**config.mk**
```make
export PLATFORM = sky130hd
export DESIGN_NAME = pll_lock_sequencer
export DESIGN_NICKNAME = d
export VERILOG_FILES = /design/src/rtl/pll_lock_sequencer.sv
export SDC_FILE = /design/constraint.sdc
export NUM_CORES = 1
export LEC_CHECK = 0
export CORE_MARGIN = 2
export CORE_UTILIZATION = 50
export CTS_CLUSTER_DIAMETER = 120
export DETAILED_ROUTE_END_ITERATION = 10
export PLACE_DENSITY = 0.73
export SYNTH_ARGS = -nofsm -noshare
export SYNTH_HDL_FRONTEND = slang
export SYNTH_SLANG_ARGS = --single-unit
```
**constraint.sdc**
```tcl
create_clock -name refclk -period 4.8 [get_ports refclk]
set_clock_uncertainty 0.05 [all_clocks]
set_input_delay 0.72 -clock refclk [delete_from_list [all_inputs] [get_ports refclk]]
set_output_delay 0.72 -clock refclk [all_outputs]
set_load 0.005 [all_outputs]
```
**src/rtl/pll_lock_sequencer.sv**
```systemverilog
// PLL reset/lock sequencer: pulses pll_rst, qualifies lock as stable, then releases sys_rst_n.
// Build option PLL_LOCK_AUTORESET_EN: lock loss in RUN re-resets the PLL instead of waiting for relock.
module pll_lock_sequencer #(
  parameter int HOLD_CYCLES   = 16,
  parameter int LOCK_TIMEOUT  = 50000,
  parameter int STABLE_CYCLES = 1024,
  parameter int CNT_W         = 8
) (
  input  logic             refclk,
  input  logic             rst_n,
  input  logic             locked,
  output logic             pll_rst,
  output logic             sys_rst_n,
  output logic             pll_ready,
  output logic [CNT_W-1:0] lock_loss_cnt,
  output logic [CNT_W-1:0] retry_cnt,
  output logic [1:0]       state
);

  localparam int MAX_HT  = (HOLD_CYCLES > LOCK_TIMEOUT) ? HOLD_CYCLES : LOCK_TIMEOUT;
  localparam int TMR_MAX = (MAX_HT > STABLE_CYCLES) ? MAX_HT : STABLE_CYCLES;
  localparam int TMR_W   = (TMR_MAX > 1) ? $clog2(TMR_MAX) : 1;

  localparam logic [TMR_W-1:0] HOLD_LAST    = TMR_W'(HOLD_CYCLES - 1);
  localparam logic [TMR_W-1:0] TIMEOUT_LAST = TMR_W'(LOCK_TIMEOUT - 1);
  localparam logic [TMR_W-1:0] STABLE_LAST  = TMR_W'(STABLE_CYCLES - 1);

  typedef enum logic [1:0] {
    RESET_PLL = 2'd0,
    WAIT_LOCK = 2'd1,
    STABLE    = 2'd2,
    RUN       = 2'd3
  } state_t;

`ifdef PLL_LOCK_AUTORESET_EN
  localparam state_t LOSS_NEXT = RESET_PLL;
`else
  localparam state_t LOSS_NEXT = WAIT_LOCK;
`endif

  state_t           cur;
  state_t           nxt;
  logic [TMR_W-1:0] timer;
  logic             sync1;
  logic             lk;
  logic             retry_inc;
  logic             loss_inc;

  // locked is asynchronous to refclk; only lk may be used by the FSM
  always_ff @(posedge refclk or negedge rst_n) begin
    if (!rst_n) begin
      sync1 <= 1'b0;
      lk    <= 1'b0;
    end else begin
      sync1 <= locked;
      lk    <= sync1;
    end
  end

  always_comb begin
    nxt       = cur;
    retry_inc = 1'b0;
    loss_inc  = 1'b0;
    case (cur)
      RESET_PLL: if (timer == HOLD_LAST) nxt = WAIT_LOCK;
      WAIT_LOCK: begin
        if (lk) begin
          nxt = STABLE;
        end else if (timer == TIMEOUT_LAST) begin
          nxt       = RESET_PLL;
          retry_inc = 1'b1;
        end
      end
      STABLE: begin
        if (!lk) nxt = WAIT_LOCK;
        else if (timer == STABLE_LAST) nxt = RUN;
      end
      RUN: begin
        if (!lk) begin
          nxt      = LOSS_NEXT;
          loss_inc = 1'b1;
        end
      end
      default: nxt = RESET_PLL;
    endcase
  end

  // Outputs are registered from nxt so they change on the same edge as the state
  always_ff @(posedge refclk or negedge rst_n) begin
    if (!rst_n) begin
      cur           <= RESET_PLL;
      timer         <= '0;
      pll_rst       <= 1'b1;
      sys_rst_n     <= 1'b0;
      pll_ready     <= 1'b0;
      lock_loss_cnt <= '0;
      retry_cnt     <= '0;
    end else begin
      cur       <= nxt;
      pll_rst   <= (nxt == RESET_PLL);
      sys_rst_n <= (nxt == RUN);
      pll_ready <= (nxt == RUN);
      if (nxt != cur) timer <= '0;
      else if (cur != RUN) timer <= timer + 1'b1;
      if (retry_inc && (retry_cnt != {CNT_W{1'b1}})) retry_cnt <= retry_cnt + 1'b1;
      if (loss_inc && (lock_loss_cnt != {CNT_W{1'b1}})) lock_loss_cnt <= lock_loss_cnt + 1'b1;
    end
  end

  assign state = cur;

endmodule

```
==> flow_summary.rst <==
.. list-table::
   :header-rows: 1

   * - Metric
     - Value
   * - Leading cell type by number of instances after synthesis
     - dfrtp_1
   * - Cell with the largest stage delay on the worst path
     - o21bai_1
   * - DP HPWL
     - 2.847 mm
   * - Sum Neg Setup Slack
     - 0 ns
   * - P_leak
     - 1.018 nW
   * - Global-route wire length before repair
     - 7.058 mm
   * - Mean cell area of the mapped netlist
     - 10.55 um2
   * - Total area of sequential cells
     - 952.2 um2
   * - Synthesized area
     - 1952 um2
   * - CP cell instances
     - ha_1, and3_1, nand4_1, o21bai_1, a221oi_1
   * - Final weighted congestion in routability-driven placement
     - 0.8800
   * - Kind of end point of the critical path
     - flop
   * - Setup violators final
     - 0
   * - Placement-stage cell area
     - 2197 um2
   * - Cell depth of the worst hold path
     - 0
   * - Fin nets
     - 213
   * - Overall via count from detail_route
     - 1524
   * - Sequential share of power
     - 47.4%
   * - Flip-flop and latch count after synthesis
     - 38
   * - Detailed-routing iteration count for the pre-antenna-repair pass
     - 4
   * - Largest vdd supply drop
     - 0.2766 mV
   * - Leading cell types by count after synthesis
     - 37 x dfrtp_1, 14 x xor2_1, 12 x a21oi_1
   * - Io pins
     - 24
   * - Reg2reg path depth
     - 5
   * - Capturing point of the worst reg2reg path
     - timer[3]$_DFFE_PN0P_
   * - Number of clock sinks
     - 38
   * - Kind of start point of the critical path
     - flop
   * - GRT Total Usage
     - 21.23%
   * - Crit Path Max Fanout
     - 14
   * - Net Sw Power
     - 0.2613 mW
   * - CP top delay family
     - compound AO/OA/AOI/OAI gates
   * - Clock Tree Buf Depth
     - 2
   * - Share of async-settable or async-resettable flops after synthesis
     - 100.0%
   * - Worst rel slew slack
     - 29.71%
   * - Post-CTS setup buffers
     - 0
   * - Post-detailed-route wirelength per cell
     - 15.89 um
   * - Post-cts hold buffer count
     - 0
   * - Worst Path Required
     - 4.88 ns
   * - Post-route design area
     - 2306 um2
   * - Post-synthesis cell type count
     - 42
   * - Number of enable-type register cells in the synthesized netlist
     - 0
   * - Slew Limit Fails
     - 0
   * - Average vias per placed instance
     - 5.953
   * - Reg2Reg Launch Point
     - timer[0]$_DFFE_PN0P_
   * - Setup slack of the worst register-to-register path
     - 2.40 ns
   * - Setup Crit Path Kind
     - reg -> reg
   * - Run status
     - complete, no violations
   * - Post-cts sizing count
     - 0
   * - Diode count
     - 0
   * - Core footprint
     - 3716 um2
   * - Min-delay worst type
     - reg -> reg
   * - Unrepaired setup endpoints after global routing
     - false
   * - Horizontal die dimension
     - 66.48 um
   * - Cell taking the most area after synthesis
     - dfrtp_1
   * - Post-synthesis to final-layout area growth
     - 18.14%
   * - Grt total ovfl
     - 0
   * - Clock network fraction of design power
     - 30.2%
   * - Yosys warns
     - 0
   * - Post-synthesis sequential area ratio
     - 48.78%
   * - Actual transition at the worst max-transition pin
     - 1.052 ns
   * - Fill cell instance count of the final layout
     - 302
   * - Cts bufs inserted
     - 5
   * - Number of levels in the clock H-tree
     - 2
   * - Time the worst path needs with I/O delays and setup
     - 2.398 ns
   * - Internal power
     - 0.6078 mW
   * - Final number of hold-violating endpoints
     - 0
   * - Max Clock Freq
     - 416.9 MHz
   * - Proportion of layout cells with a drive suffix above 1
     - 9.615%
   * - Clk pin slew, worst setup/hold paths
     - 0.08 ns
   * - Arrival time reported for the critical path endpoint
     - 2.48 ns
   * - Main area contributors after synthesis
     - dfrtp_1 47%, xor2_1 6.3%, xnor2_1 4.0%
   * - Number of buffer and inverter stages on the critical path
     - 0
   * - Combinational share of power
     - 22.4%
   * - Most used flip-flop cell after synthesis
     - dfrtp_1
   * - Syn Nets
     - 191
   * - Floorplan die height
     - 66.48 um
   * - Antenna violations before repair
     - 0
   * - Effective utilization at floorplan
     - 52.53%
   * - Delay contributed by the slowest stage of the critical path
     - 0.88 ns
   * - Number of instances in the synthesized netlist
     - 185
   * - Share of the synthesized area in the top cell type
     - 47.44%
   * - Total Routed Length
     - 4.068 mm
   * - Std-Cell Rows
     - 22
   * - Worst Hold Slack
     - 0.3093 ns
   * - Antenna-violating nets left
     - 0
   * - Later-pin clock latency in the skew report
     - 0.29 ns
   * - Number of DRC violations after detailed-routing iteration 0
     - 123
   * - Total power per unit cell area
     - 376.9 nW/um2
   * - Pin count of the biggest net entering global routing
     - 39
   * - Worst hold endpoint
     - lk$_DFF_PN0_
   * - Final worst path period share
     - 49.97%
   * - CTS tree
     - done
   * - Die outline area
     - 4420 um2
   * - Vias in the first global route
     - 1520
   * - Critical hold path startpoint
     - sync1$_DFF_PN0_
   * - Input/output buffers
     - 23
   * - Net Sw Frac
     - 30.06%
   * - Post-detailed-route DRC marker count
     - 0
   * - MaxCap Viol Count
     - 0
   * - Multi-input gate area in the final layout
     - 924.6 um2
   * - Clock root buffer master
     - clkbuf_8
==> worst max path at each step <==
stage	to	cells after the start	start	slack, ns
4_1_cts	timer[3]$_DFFE_PN0P_	4	timer[10]$_DFFE_PN0P_	2.46
6_report	timer[3]$_DFFE_PN0P_	5	timer[0]$_DFFE_PN0P_	2.40
5_1_grt	timer[11]$_DFFE_PN0P_	5	timer[0]$_DFFE_PN0P_	2.18
2_1_floorplan	lock_loss_cnt[1]$_DFFE_PN0P_	4	lock_loss_cnt[0]$_DFFE_PN0P_	3.01
3_3_place_gp	timer[3]$_DFFE_PN0P_	4	timer[10]$_DFFE_PN0P_	2.54
3_5_place_dp	timer[3]$_DFFE_PN0P_	4	timer[10]$_DFFE_PN0P_	2.46
==> flip-flops by register name, indices dropped and copies added (netlist names) <==
name,cells
sync1,1
timer,16
retry_cnt,8
lock_loss_cnt,8
pll_ready,1
lk,1
state,2
pll_rst,1
==> per-layer routing <==
| metal | vias up | wire [um] | track usage [%] |
|---|---|---|---|
| met5 | - | 0 | 0 |
| met2 | 49 | 2002 | 34.38 |
| li1 | 722 | - | - |
| met4 | 0 | 83 | 9.439 |
| met1 | 746 | 1752 | 26.84 |
| met3 | 7 | 230 | 5.236 |
==> worst reg2reg max path, cell delays in order, from the launching register on <==
cell and delay (ns):
dfrtp_1 0.41, ha_1 0.21, and3_1 0.25, nand4_1 0.21, o21bai_1 0.88, a221oi_1 0.23
==> per-stage QoR <==
step | setup slack, ns | util [%] | cells | power, mW
CTS | 2.458 | 62.05 | 256 | 0.8770
floorplan | 3.010 | - | 185 | 0.5361
finish | 2.402 | 62.05 | 256 | 0.8691
global route | 2.184 | 62.05 | 256 | 0.9250
global placement | 2.540 | 59.12 | 248 | 0.5994
detailed placement | 2.462 | 59.12 | 248 | 0.6102
==> power groups by stage <==
stage	Combinational, mW	Clock, mW	Sequential, mW
CTS	0.195	0.271	0.411
global route	0.219	0.287	0.419
finish	0.195	0.263	0.412
detailed placement	0.193	0	0.417
floorplan	0.136	0	0.400
global placement	0.187	0	0.412
==> cell families (layout without fill, tap and decap cells) <==
family / after synthesis / after routing / synth area share, %
simple gates: 74 / 74 / 23.14
flops: 38 / 38 / 48.78
compound gates: 30 / 30 / 10.83
xor+xnor: 23 / 23 / 10.32
buf+inv: 15 / 38 / 3.846
fa+ha+maj: 3 / 3 / 1.923
mux: 2 / 2 / 1.154
==> cell usage in the layout, fill, tap and decap left out, drive strengths merged, types with 2 or more instances in the layout <==
cell type	instances
a21oi	12
nand2	10
dfrtp	37
xor2	14
nor3	5
nor4	8
o21ai	2
ha	3
nand3	10
a22oi	5
nand4	12
clkbuf	5
xnor2	9
or3	3
and2	3
mux2	2
clkdlybuf4s50	23
a31o	2
and3	7
inv	6
nor3b	2
and4	3
nor2	7
clkinv	2
o211ai	2
==> cell type report <==
| type | count | area share (%) |
|---|---|---|
| Sequential cell | 38 | 41.29 |
| Timing Repair Buffer | 24 | 10.31 |
| Tap cell | 48 | 2.604 |
| Clock inverter | 3 | 1.736 |
| Multi-Input combinational cell | 132 | 40.10 |
| Inverter | 6 | 0.9767 |
| Clock buffer | 5 | 2.984 |
No activity file was read; power rests on OpenSTA's default activity.
